### config.mk
export PLATFORM = sky130hd
export DESIGN_NAME = round_sched
export DESIGN_NICKNAME = d
export VERILOG_FILES = /design/src/rtl/round_sched.sv
export SDC_FILE = /design/constraint.sdc
export NUM_CORES = 1
export LEC_CHECK = 0
export CORE_ASPECT_RATIO = 0.9
export CORE_MARGIN = 8
export CORE_UTILIZATION = 45
export DETAILED_ROUTE_END_ITERATION = 16
export PLACE_DENSITY = 0.83
export SKIP_LAST_GASP = 1
export SYNTH_ARGS = -nofsm -noshare
export SYNTH_HDL_FRONTEND = slang
export SYNTH_SLANG_ARGS = --single-unit
### constraint.sdc
create_clock -name clk -period 3 [get_ports clk]
set_clock_uncertainty 0.05 [all_clocks]
set_input_delay 0.6 -clock clk [delete_from_list [all_inputs] [get_ports clk]]
set_output_delay 0.6 -clock clk [all_outputs]
set_load 0.01 [all_outputs]
### src/rtl/round_sched.sv
// Round-robin front end that shares one `round` reducer between N_CH channels,
// tagging each in-flight sample with its channel so results return labelled.
module round_sched #(
    parameter int N_CH      = 2,
    parameter int W_IN      = 33,
    parameter int W_OUT     = 32,
    parameter int ROUND_LAT = 2,
    parameter int TAG_DEPTH = 4,
    parameter int CH_W      = $clog2(N_CH)
) (
    input  logic                   clk,
    input  logic                   arstn,
    input  logic [N_CH*W_IN-1:0]   s_data,
    input  logic [N_CH-1:0]        s_vld,
    output logic [N_CH-1:0]        s_rdy,
    output logic [W_IN-1:0]        r_data,
    output logic                   r_vld,
    input  logic [W_OUT-1:0]       r_res,
    input  logic                   r_res_vld,
    output logic [W_OUT-1:0]       m_data,
    output logic [CH_W-1:0]        m_ch,
    output logic                   m_vld,
    output logic                   err_unexp
);

    localparam int AW = $clog2(TAG_DEPTH);
    localparam int CW = AW + 1;
    localparam logic [CW-1:0] FULL_CNT = CW'(TAG_DEPTH);

    // Pointer arithmetic relies on natural wrap of a power-of-two FIFO.
    if (TAG_DEPTH < 2 || (TAG_DEPTH & (TAG_DEPTH - 1)) != 0 || N_CH < 2 || ROUND_LAT < 1)
    begin : g_bad_params
        $error("round_sched: unsupported parameter set");
    end

    logic [CH_W-1:0] ptr;
    logic [CH_W-1:0] grant_idx;
    logic            grant_vld;
    logic [CH_W:0]   cand;
    logic            take;
    logic            pop;
    logic [CH_W-1:0] next_ptr;

    logic [CH_W-1:0] tag_mem [TAG_DEPTH];
    logic [AW-1:0]   wr_ptr;
    logic [AW-1:0]   rd_ptr;
    logic [CW-1:0]   count;

    // First requester at or after ptr, wrapping modulo N_CH.
    always_comb begin
        grant_vld = 1'b0;
        grant_idx = '0;
        cand      = '0;
        for (int i = 0; i < N_CH; i++) begin
            cand = {1'b0, ptr} + (CH_W + 1)'(i);
            if (cand >= (CH_W + 1)'(N_CH)) begin
                cand = cand - (CH_W + 1)'(N_CH);
            end
            if (!grant_vld && s_vld[cand[CH_W-1:0]]) begin
                grant_vld = 1'b1;
                grant_idx = cand[CH_W-1:0];
            end
        end
    end

    // Full FIFO blocks acceptance even if a pop happens in the same cycle.
    assign take     = arstn && grant_vld && (count != FULL_CNT);
    assign s_rdy    = take ? (N_CH'(1) << grant_idx) : '0;
    assign pop      = r_res_vld && (count != '0);
    assign next_ptr = (grant_idx == CH_W'(N_CH - 1)) ? '0 : grant_idx + 1'b1;

    always_ff @(posedge clk) begin
        if (take) begin
            tag_mem[wr_ptr] <= grant_idx;
        end
    end

    always_ff @(posedge clk or negedge arstn) begin
        if (!arstn) begin
            ptr    <= '0;
            r_vld  <= 1'b0;
            r_data <= '0;
            wr_ptr <= '0;
            rd_ptr <= '0;
            count  <= '0;
        end else begin
            r_vld <= take;
            if (take) begin
                r_data <= s_data[grant_idx*W_IN +: W_IN];
                ptr    <= next_ptr;
                wr_ptr <= wr_ptr + 1'b1;
            end
            if (pop) begin
                rd_ptr <= rd_ptr + 1'b1;
            end
            case ({take, pop})
                2'b10:   count <= count + 1'b1;
                2'b01:   count <= count - 1'b1;
                default: count <= count;
            endcase
        end
    end

    // A result with no owner is still forwarded, labelled channel 0, and flagged.
    always_ff @(posedge clk or negedge arstn) begin
        if (!arstn) begin
            m_vld     <= 1'b0;
            m_data    <= '0;
            m_ch      <= '0;
            err_unexp <= 1'b0;
        end else begin
            m_vld <= r_res_vld;
            if (r_res_vld) begin
                m_data <= r_res;
                m_ch   <= pop ? tag_mem[rd_ptr] : '0;
                if (!pop) begin
                    err_unexp <= 1'b1;
                end
            end
        end
    end

endmodule

# --- After elaboration in Yosys (flattened, before gate mapping) ---
# Memory sizes are Yosys's and may differ from the RTL's.
# Index checks and enable logic that the tools add are counted.
word_totals:
  reg_bits: 77
  ram_bits: 4
  input_bits: 103
  output_inout_bits: 71
  word_cells: 54
  memories: 1
mem_list:
  columns: ["memory", "words", "width", "read_ports", "rd_ports_with_merged_regs", "wr", "line_no", "rtl"]
  rows:
  - ["tag_mem", 4, 1, 1, 0, 1, "44", "logic [CH_W-1:0] tag_mem [TAG_DEPTH];"]
op_classes:
  add_sub_neg: 8
  n_mul: 1
  n_lt_le_gt_ge: 4
  n_eq_ne: 3
  n_shift: 2
  mux: 16
  bitwise_logic: 1
  n_reduce_logical: 8
ops:
  columns: ["cell", "count"]
  rows:
  - ["66-bit by 8-bit variable part select with 33-bit output", 1]
  - ["1-bit 2-to-1 mux", 14]
  - ["1-bit by 6-bit multiplier with 7-bit output, second input constant", 1]
  - ["3-bit one-hot mux with 2 select lines", 1]
  - ["2-bit by 1-bit adder with 2-bit output, second input constant", 2]
  - ["1-bit logical AND", 4]
  - ["1-bit by 2-bit less-than comparator with 1-bit output, second input constant", 2]
  - ["3-bit by 1-bit adder with 3-bit output, second input constant", 1]
  - ["3-bit != test, second input constant", 1]
  - ["3-bit nonzero test", 1]
  - ["3-bit by 1-bit subtractor with 3-bit output, second input constant", 1]
  - ["1-bit by 1-bit adder with 2-bit output, second input constant", 1]
  - ["2-bit by 1-bit == test with 1-bit output, second input constant", 1]
  - ["2-bit == test, second input constant", 1]
  - ["1-bit by 2-bit >= comparator with 1-bit output, second input constant", 1]
  - ["2-bit >= comparator, second input constant", 1]
  - ["2-bit 2-to-1 mux", 1]
  - ["2-bit AND reduction", 1]
  - ["2-bit nonzero test", 1]
  - ["1-bit by 1-bit left shift with 2-bit output, first input constant", 1]
  - ["1-bit subtractor, second input constant", 2]
  - ["1-bit adder, second input constant", 1]
  - ["1-bit zero test", 1]
  - ["1-bit inverter", 1]

# --- Logic depth before layout (Yosys ltp) ---
# Gate-level depths: netlist (run 1).
depth:
  depth_word: 12
  ltp_mapped: 9

# --- Worst setup path before layout (run 1) ---
# No wires, ideal clock.
synth_path:
  kind: "input to register"
  startpoint: "input r_res_vld"
  endpoint: "register count[2]"
  setup_ps: 79
  arrival_ps: 2051
  required_ps: 2871
  setup_slack_ps: 820
  cell_stages: 8
  path_buffers: 1
  cell_sequence: "clkbuf_1 > o31a_1 > ha_1 > inv_1 > fa_1 > xor2_1 > nor2_1 > xor2_1"
synth_between:
  elab_chain_len: 3
  word_cells_on_any_way: 5
  cone_classes: "eq/ne: 2; mux: 1; reduce/logical: 2"
synth_rtl:
  columns: ["item", "line_no", "rtl"]
  rows:
  - ["start: declaration", "19", "input logic r_res_vld,"]
  - ["1-bit logical AND (*)", "69", "assign pop = r_res_vld && (count != '0);"]
  - ["via pop", "41", "logic pop;"]
  - ["2-bit by 1-bit == test with 1-bit output / 2-bit == test (equally long branches)", "96", "case ({take, pop})"]
  - ["3-bit one-hot mux with 2 select lines / 2-bit nonzero test (equally long branches)", null, null]
  - ["end signal: assignment", "97", "2'b10: count <= count + 1'b1;"]
  - ["end signal: assignment", "98", "2'b01: count <= count - 1'b1;"]
  - ["end signal: assignment", "99", "default: count <= count;"]
  - ["end: declaration", "47", "logic [CW-1:0] count;"]
# Mark *: on every way through the listed nets, which the timed path passes. The rest lies on a longest branch.
# A chain may end at the register's enable or synchronous reset.

# --- Final worst setup path (run 1) ---
layout_path:
  startpoint: "input s_vld[0]"
  endpoint: "output s_rdy[0]"
layout_between:
  word_cells_on_any_way: 14
  cone_classes: "shift: 1; mux: 9; reduce/logical: 4"
layout_rtl:
  columns: ["item", "line_no", "rtl"]
  rows:
  - ["start: declaration", "14", "input logic [N_CH-1:0] s_vld,"]
  - ["1-bit 2-to-1 mux (not written as such) (2 in series)", "59", "if (!grant_vld && s_vld[cand[CH_W-1:0]]) begin"]
  - ["1-bit 2-to-1 mux", "59", null]
  - ["1-bit zero test", "59", null]
  - ["1-bit logical AND", "59", null]
  - ["1-bit 2-to-1 mux (*)", "59", null]
  - ["via grant_idx", "37", "logic [CH_W-1:0] grant_idx;"]
  - ["1-bit by 1-bit left shift with 2-bit output (*)", "68", "assign s_rdy = take ? (N_CH'(1) << grant_idx) : '0;"]
  - ["2-bit 2-to-1 mux (*)", "68", null]
  - ["end: declaration", "15", "output logic [N_CH-1:0] s_rdy,"]
# Mark *: on every way through the listed nets, which the timed path passes. The rest lies on a longest branch. The select of a mux whose other input is x is not followed.

==> results.cfg, run 1 <==
[layout]
layout.nets = 595
layoutNonFillerInstCount = 590
final_common_cell = clkdlybuf4s50_1
drive_above_1_share_pct = 17.7
layout_common_cells = clkdlybuf4s50_1 (172), dfrtp_1 (77), o21ai_0 (34), o211ai_1 (33), mux2_2 (32)
area_growth_syn_to_layout_pct = 52.6
diodes = 0

[worst_hold_path]
hold_class = reg -> reg
hold_depth = 1

[sta]
maxSlewHeadroom_pct = 36.5
finalMaxSlewViolations = 0
worst_pin_slew_ns = 0.952
rsz0062_at_grt = false
period_needed_ns = 2.83
setup_ws_ns = 0.173
finalCritPeriodShare_pct = 94.2
whs_ns = 0.409
hold_violations = 0
fmax_ghz = 0.354
final-setup-viol-count = 0
setup_tns_ns = 0

[yosys]
synth_area_sq_um = 3790
synth_warnings = 0
synth_cell_types = 33
syn_nets = 430
ys_seq_area_share_pct = 54.0
synth_cells = 321
yosys_register_bits = 81
avgSynthCellArea_sq_um = 11.8

[clock_tree]
cts_buffer_depth = 2
clkTransAtPathRegs_ns = 0.08
insertion_delay_ns = 0.34
cts_setup_buffers = 0
cts_tree = yes
clock_sinks = 81
cts_inserted_buffers = 9
post_cts_resized = 0
cts_hold_buf = 0
htree_levels = 3
cts-root-buf = clkbuf_8

[route]
highest_layer = met4
wl_per_cell_um = 20.2
drc = 0
wirelength_mm = 11.9
dr.first_iter.drc_count = 122
vias_per_cell = 5.70
vias = 3364
dr_wl_met3_mm = 1.22
postRouteAntennaNets = 0
wl_met1_mm = 5.19
wl_met2_mm = 5.37
drt_pre_antenna_iters = 4

[die]
rows = 31
dieWidth_um = 113
dieHeight_um = 103
pin_count = 174
die_area_sq_um = 11600
coreArea_sq_um = 8110
start_util_pct = 46.8

[placed_design]
portBuffers = 173
dp_hpwl_mm = 8.69
preCtsSetupSlack_ns = 0.229
placed_cells = 574
gp_congestion = 0.740

[global_route]
grt_pass1_vias = 3510
overflow = 0
grt_util_all_layers_pct = 20.5
grt_max_degree = 78
grt_first_pass_wirelength_mm = 18.8
antenna_found_initial = 0

[critical_path]
slowest_delay_ns = 0.57
reg2reg_depth = 8
reg2reg_from = count[0]
crit_arrival_ns = 2.18
critPathBufInv = 2
crit_end = s_rdy[0]
path_cells = clkdlybuf4s50_1, nor2b_2, nor2_1, nor2_1, clkdlybuf4s50_1
required_ns = 2.35
crit_slowest_cell = clkdlybuf4s50_1
r2r-end = count[2]
worstSetupStartpointType = input port
crit_path_end_kind = primary output
r2r_slack_ns = 0.90
critical_path_class = in -> out
critPathLaunch = s_vld[0]
cpLargestDelayFamily = buffers and inverters
crit_fanout = 4
cp.depth = 5

[pwr]
p_leak_nw = 2.25
power_density_nw_per_um2 = 710
peakVddDrop_mv = 0.318

[run]
cap_violations = 0

[outcome]
status = complete, no violations
sequential cells by signal, indices dropped and copies added, names as in the netlist:
signal	count
r_data	33
m_data	32
tag_mem	4
count	3
rd_ptr	2
wr_ptr	2
err_unexp	1
m_ch	1
m_vld	1
ptr	1
r_vld	1
worst reg2reg max path: stages, from the launching register on:
cell     delay [ns]
dfrtp_1        0.43
or3b_4         0.41
nand2_4        0.11
ha_1           0.18
inv_1          0.06
fa_1           0.37
xor2_1         0.15
nor2_1         0.12
xor2_1         0.14
report_power, final:
part,switching [mW],leakage (nW),internal (mW),total (mW)
clock,0.400,0.113,0.495,0.894
sequential,0.206,0.918,1.40,1.61
combinational,0.755,1.22,0.855,1.61
cell usage after synthesis (all sizes together):
cell type	n	area, sq um
nand2	3	18.8
xor2	3	26.3
fa	1	20.0
mux2i	1	10.0
a31oi	33	219
inv	9	36.3
mux4	1	22.5
o21ai	34	170
xnor2	3	26.3
ha	5	62.6
nor3	2	10.0
mux2	33	375
a21o	1	7.51
or3b	1	11.3
dfrtp	77	1930
o211ai	33	248
o21a	1	8.76
nor2	3	11.3
nor2b	1	8.76
and3	4	25.0
o31a	1	8.76
a21oi	35	235
clkbuf	17	63.8
edfxtp	4	120
buf	15	120
metrics by stage:
stage	cell area (sq um)	total power, mW	util (%)
after floorplan	3790	2.42	-
final	5790	4.11	71.4
after global placement	5560	3.19	68.6
after detailed placement	5560	3.25	68.6
after CTS	5790	4.15	71.4
after global routing	5790	4.35	71.4
layer usage:
| metal | vias up | track usage (%) |
|---|---|---|
| li1 | 1523 | - |
| met1 | 1655 | 24.5 |
| met2 | 175 | 33.6 |
| met3 | 11 | 8.55 |
| met4 | 0 | 5.59 |
| met5 | - | 0 |
cells by family after synthesis:
logic type / after synthesis / synth area share [%]
compound gates: 138 / 23.7
flops: 81 / 54.0
buf+inv: 41 / 5.81
mux: 35 / 10.8
simple gates: 14 / 2.24
xor+xnor: 6 / 1.39
fa+ha+maj: 6 / 2.18
worst min-delay path by stage:
stage                end  slack (ns)       from
2_1_floorplan   count[0]        0.25      arstn
3_3_place_gp   err_unexp        0.39  err_unexp
3_5_place_dp   err_unexp        0.40  err_unexp
4_1_cts        err_unexp        0.41  err_unexp
5_1_grt        err_unexp        0.42  err_unexp
6_report       err_unexp        0.41  err_unexp
final cells by class:
type	instances	area (sq um)
tap	99	124
inverter	9	36.3
sequential	81	2050
clock buffer	10	138
clock inverter	6	90.1
timing repair buffer	186	1830
multi-input combinational	199	1530
fill	597	2320
No activity file was read; power rests on OpenSTA's default activity.
==> inputs of run 2 (changes only) <==
Settings changed: CORE_UTILIZATION 45 to 68, CTS_CLUSTER_DIAMETER from default to 40, DONT_BUFFER_PORTS from default to 1, PLACE_DENSITY 0.83 to 0.81, SLEW_MARGIN from default to 25.
==> results.cfg, run 2 (synthesis gave the netlist of run 1 again) <==
[outcome]
status = complete, no violations

[sta]
final-setup-viol-count = 0
maxSlewHeadroom_pct = 33.1
hold_violations = 0
period_needed_ns = 2.18
finalMaxSlewViolations = 0
worst_pin_slew_ns = 1.00
finalCritPeriodShare_pct = 72.8
rsz0062_at_grt = false
setup_tns_ns = 0
whs_ns = 0.0801
fmax_ghz = 0.458

[layout]
layout_common_cells = dfrtp_1 (77), o21ai_0 (34), o211ai_1 (33), mux2_2 (32), a31oi_1 (31)
fin_area_sq_um = 3980
final_core_util_pct = 74.9
fillers = 376
top_register = r_data
diodes = 0
drive_above_1_share_pct = 25.3
reg.largest.list = r_data: 33 flops, m_data: 32 flops, tag_mem: 4 flops
area_growth_syn_to_layout_pct = 5.01
layout.nets = 416
final_common_cell = dfrtp_1
largest_reg_flops = 33

[clock_tree]
cts_setup_buffers = 0
insertion_delay_ns = 0.35
clock_sinks = 81
cts_buffer_depth = 2
htree_levels = 3
cts_inserted_buffers = 9
cts-root-buf = clkbuf_8
cts_tree = yes
post_cts_resized = 0
clkTransAtPathRegs_ns = 0.08

[pwr]
peakVddDrop_mv = 0.536
switchingPower_mw = 1.22
clkPwrFrac_pct = 24.9
seqPwrFrac_pct = 52.0
p_comb_share_pct = 23.1
power_density_nw_per_um2 = 864
intPower_mw = 2.22
swShare_pct = 35.6
p_leak_nw = 1.54

[global_route]
grt_first_pass_wirelength_mm = 14.8
antenna_found_initial = 0
grt_pass1_vias = 2750
overflow = 0
grt_max_degree = 78
grt_util_all_layers_pct = 23.4

[critical_path]
crit_arrival_ns = 1.53
critPathLaunch = count[0]
crit_end = s_rdy[1]
crit_path_end_kind = primary output
worstSetupStartpointType = flip-flop
required_ns = 2.35
r2r-end = count[2]
crit_fanout = 5
critical_path_class = reg -> out
r2r_slack_ns = 0.87
crit_slowest_cell = dfrtp_1
reg2reg_depth = 8
path_cells = or3b_4, nand2_4, nor3_1, buf_4
reg2reg_from = count[0]
slowest_delay_ns = 0.44

[run]
cap_violations = 0

[route]
dr.first_iter.drc_count = 144
drc = 0
wl_per_cell_um = 25.3
postRouteAntennaNets = 0
wirelength_mm = 9.60
vias_per_cell = 6.86
vias = 2600
drt_pre_antenna_iters = 4

[die]
dieWidth_um = 94.7
coreArea_sq_um = 5320
pin_count = 174
dieHeight_um = 86.8
rows = 25
start_util_pct = 71.3
die_area_sq_um = 8230

[worst_hold_path]
hold_class = in -> async

[placed_design]
gp_congestion = 0.794
dp_hpwl_mm = 6.78
portBuffers = 0
place_area_sq_um = 3740
[run 2: cell types whose count changed in the layout (fill, tap and decap cells not counted)]
cell / change
buf_16: +1
clkbuf_8: -1
clkbuf_1: +1
buf_4: -8
clkdlybuf4s50_1: -172
[run 2: cell type report]
type	count	area (sq um)	share of cell area (%)
Multi-Input combinational cell	199	1530	38.3
Sequential cell	81	2050	51.4
Inverter	9	36.3	0.911
Tap cell	67	83.8	2.10
Timing Repair Buffer	7	72.6	1.82
Clock inverter	6	90.1	2.26
Clock buffer	10	128	3.20
[run 2: how the worst min path moves through the flow]
| stage | from | to | cells past startpoint |
|---|---|---|---|
| final | arstn | m_data[15] | 1 |
| after global routing | arstn | m_data[22] | 1 |
| after CTS | arstn | m_data[13] | 1 |
| after detailed placement | arstn | m_data[13] | 0 |
| after global placement | arstn | m_data[13] | 0 |
| after floorplan | arstn | count[0] | 0 |
[run 2: stage by stage]
stage                     instances  total power, mW  worst slack, ns
after global placement          362             2.54            0.964
after detailed placement        362             2.60            0.887
after CTS                       379             3.48            0.807
final                           379             3.44            0.816
after global routing            379             3.65            0.751
after floorplan                 321             2.42            0.820
[run 2: repair_timing]
action | in CTS | in global routing
endpoints found under the hold margin | 77 | 0
endpoints found under the setup margin | 0 | 0
hold buffers | 1 | 0
[run 2: worst max-delay path: cells and delay by family, from the launching register on]
family / cells / cell delay, ns
buffers and inverters: 1 / 0.17
AND/OR/NAND/NOR: 3 / 0.57
flip-flops: 1 / 0.44
[run 2: power groups by stage]
stage	Clock, mW	Combinational (mW)	Sequential (mW)
after floorplan	0	0.708	1.71
after global placement	0	0.743	1.80
after detailed placement	0	0.781	1.82
after CTS	0.876	0.805	1.80
after global routing	0.921	0.893	1.83
final	0.856	0.796	1.79
[run 2: layer usage]
metal  routed length (um)  global-route usage (%)  part of all wire (%)  up-vias
li1                     -                       -                     -     1167
met1                 3480                    26.1                    36     1273
met3                 1250                    10.6                    13       11
met4                  107                    6.52                   1.1        0
met5                    0                       0                     0        -
met2                 4760                    39.1                    50      149
==> inputs of run 3 (changes only) <==
Settings changed: CORE_UTILIZATION 68 to 57, PLACE_DENSITY 0.81 to 0.72.
Clock period 3 ns to 1.93 ns, I/O delays scaled along.
==> results.cfg, run 3 (synthesis gave the netlist of run 1 again) <==
[route]
wirelength_mm = 9.16
drc = 0
vias_per_cell = 6.33
wl_per_cell_um = 22.5
drt_pre_antenna_iters = 4
vias = 2581
dr.first_iter.drc_count = 153
postRouteAntennaNets = 0

[layout]
layoutNonFillerInstCount = 408
fillers = 529
reg.largest.list = r_data: 33 flops, m_data: 32 flops, tag_mem: 4 flops
top_register = r_data
largest_reg_flops = 33
layout_common_cells = dfrtp_1 (77), o21ai_0 (34), o211ai_1 (33), mux2_2 (32), a31oi_1 (31)
final_common_cell = dfrtp_1
diodes = 0
fin_area_sq_um = 4100
area_growth_syn_to_layout_pct = 8.12
drive_above_1_share_pct = 27.7
layout.nets = 423

[sta]
worst_pin_slew_ns = 0.495
finalCritPeriodShare_pct = 99.4
whs_ns = -0.317
maxSlewHeadroom_pct = 67.0
final-setup-viol-count = 0
finalMaxSlewViolations = 0
period_needed_ns = 1.92
hold_violations = 77
fmax_ghz = 0.521
setup_ws_ns = 0.0122
rsz0062_at_grt = true

[clock_tree]
clock_sinks = 81
insertion_delay_ns = 0.34
htree_levels = 3
cts_inserted_buffers = 9
clkTransAtPathRegs_ns = 0.08
cts_tree = yes
cts-root-buf = clkbuf_8
cts_buffer_depth = 2

[global_route]
grt_first_pass_wirelength_mm = 14.2
grt_pass1_vias = 2719
grt_util_all_layers_pct = 19.0
grt_max_degree = 79
overflow = 0
antenna_found_initial = 0

[critical_path]
crit_fanout = 2
required_ns = 2.14
critPathLaunch = count[1]
r2r_slack_ns = 0.01
critical_path_class = reg -> reg
reg2reg_depth = 8
crit_arrival_ns = 2.13
crit_path_end_kind = flip-flop
worstSetupStartpointType = flip-flop
reg2reg_from = count[1]
crit_end = count[2]
r2r-end = count[2]

[placed_design]
placed_cells = 391
preCtsSetupSlack_ns = -0.00453
portBuffers = 0
place_area_sq_um = 3840
gp_congestion = 0.804
dp_hpwl_mm = 6.54

[die]
start_util_pct = 58.2
dieWidth_um = 102
die_area_sq_um = 9520
rows = 28
coreArea_sq_um = 6520
pin_count = 174
dieHeight_um = 93.4

[pwr]
fin_total_pwr_mw = 5.52
p_leak_nw = 1.58
power_density_nw_per_um2 = 1350
peakVddDrop_mv = 0.730

[run]
cap_violations = 0

[outcome]
violations = hold timing
status = complete, but fails checks

[worst_hold_path]
hold_class = in -> async
## run 3: worst min-delay path by stage
| stage | start | endpoint | slack, ns | cells past startpoint |
|---|---|---|---|---|
| after CTS | arstn | m_data[22] | -0.34 | 0 |
| after global placement | arstn | m_data[7] | 0.04 | 0 |
| after floorplan | arstn | count[0] | 0.04 | 0 |
| final | arstn | m_data[8] | -0.32 | 0 |
| after global routing | arstn | m_data[11] | -0.35 | 0 |
| after detailed placement | arstn | m_data[11] | 0.04 | 0 |
## run 3: per-layer routing
layer | GRT usage (%) | share of wire (%) | wire length, um | vias up
met5 | 0 | 0 | 0 | -
met4 | 6.35 | 1.2 | 114 | 0
met3 | 8.54 | 12 | 1120 | 9
met2 | 30.9 | 47 | 4350 | 144
met1 | 21.9 | 39 | 3580 | 1253
li1 | - | - | - | 1175
## run 3: repair_timing
action | in CTS | in global routing
pin swaps | 4 | 1
endpoints found under the hold margin | 77 | 78
setup buffers | 0 | 1
endpoints found under the setup margin | 2 | 3
resized for setup | 1 | 0
## run 3: power by group
part | switching (mW) | internal, mW
combinational | 0.714 | 0.604
clock | 0.596 | 0.859
sequential | 0.566 | 2.18
total | 1.88 | 3.64
## run 3: final cells by class
class                   count  area, sq um  share of cell area (%)
well taps                  90          113                    2.75
inverters                   9         36.3                   0.885
clock inverters             6          115                    2.81
multi-input cells         199         1550                    37.7
clock buffers               9          124                    3.02
repair buffers             14          120                    2.93
flip-flops and latches     81         2050                    49.9
## run 3: critical path, cell delays in order (launching register included)
cell and delay, ns:
dfrtp_1 0.39, or3b_4 0.43, nand2_4 0.08, ha_4 0.12, inv_1 0.05, fa_2 0.33, xor2_1 0.14, nor2_1 0.10
xor2_1 0.16
## run 3: stage by stage
| stage | hold WS (ns) | utilization, % | setup TNS [ns] |
|---|---|---|---|
| 3_5_place_dp | 0.0429 | 58.9 | -0.00453 |
| 5_1_grt | -0.350 | 62.9 | -0.0933 |
| 3_3_place_gp | 0.0425 | 58.9 | 0 |
| 4_1_cts | -0.338 | 62.7 | -0.00681 |
| 2_1_floorplan | 0.0404 | - | -0.0216 |
| 6_report | -0.317 | 62.9 | 0 |
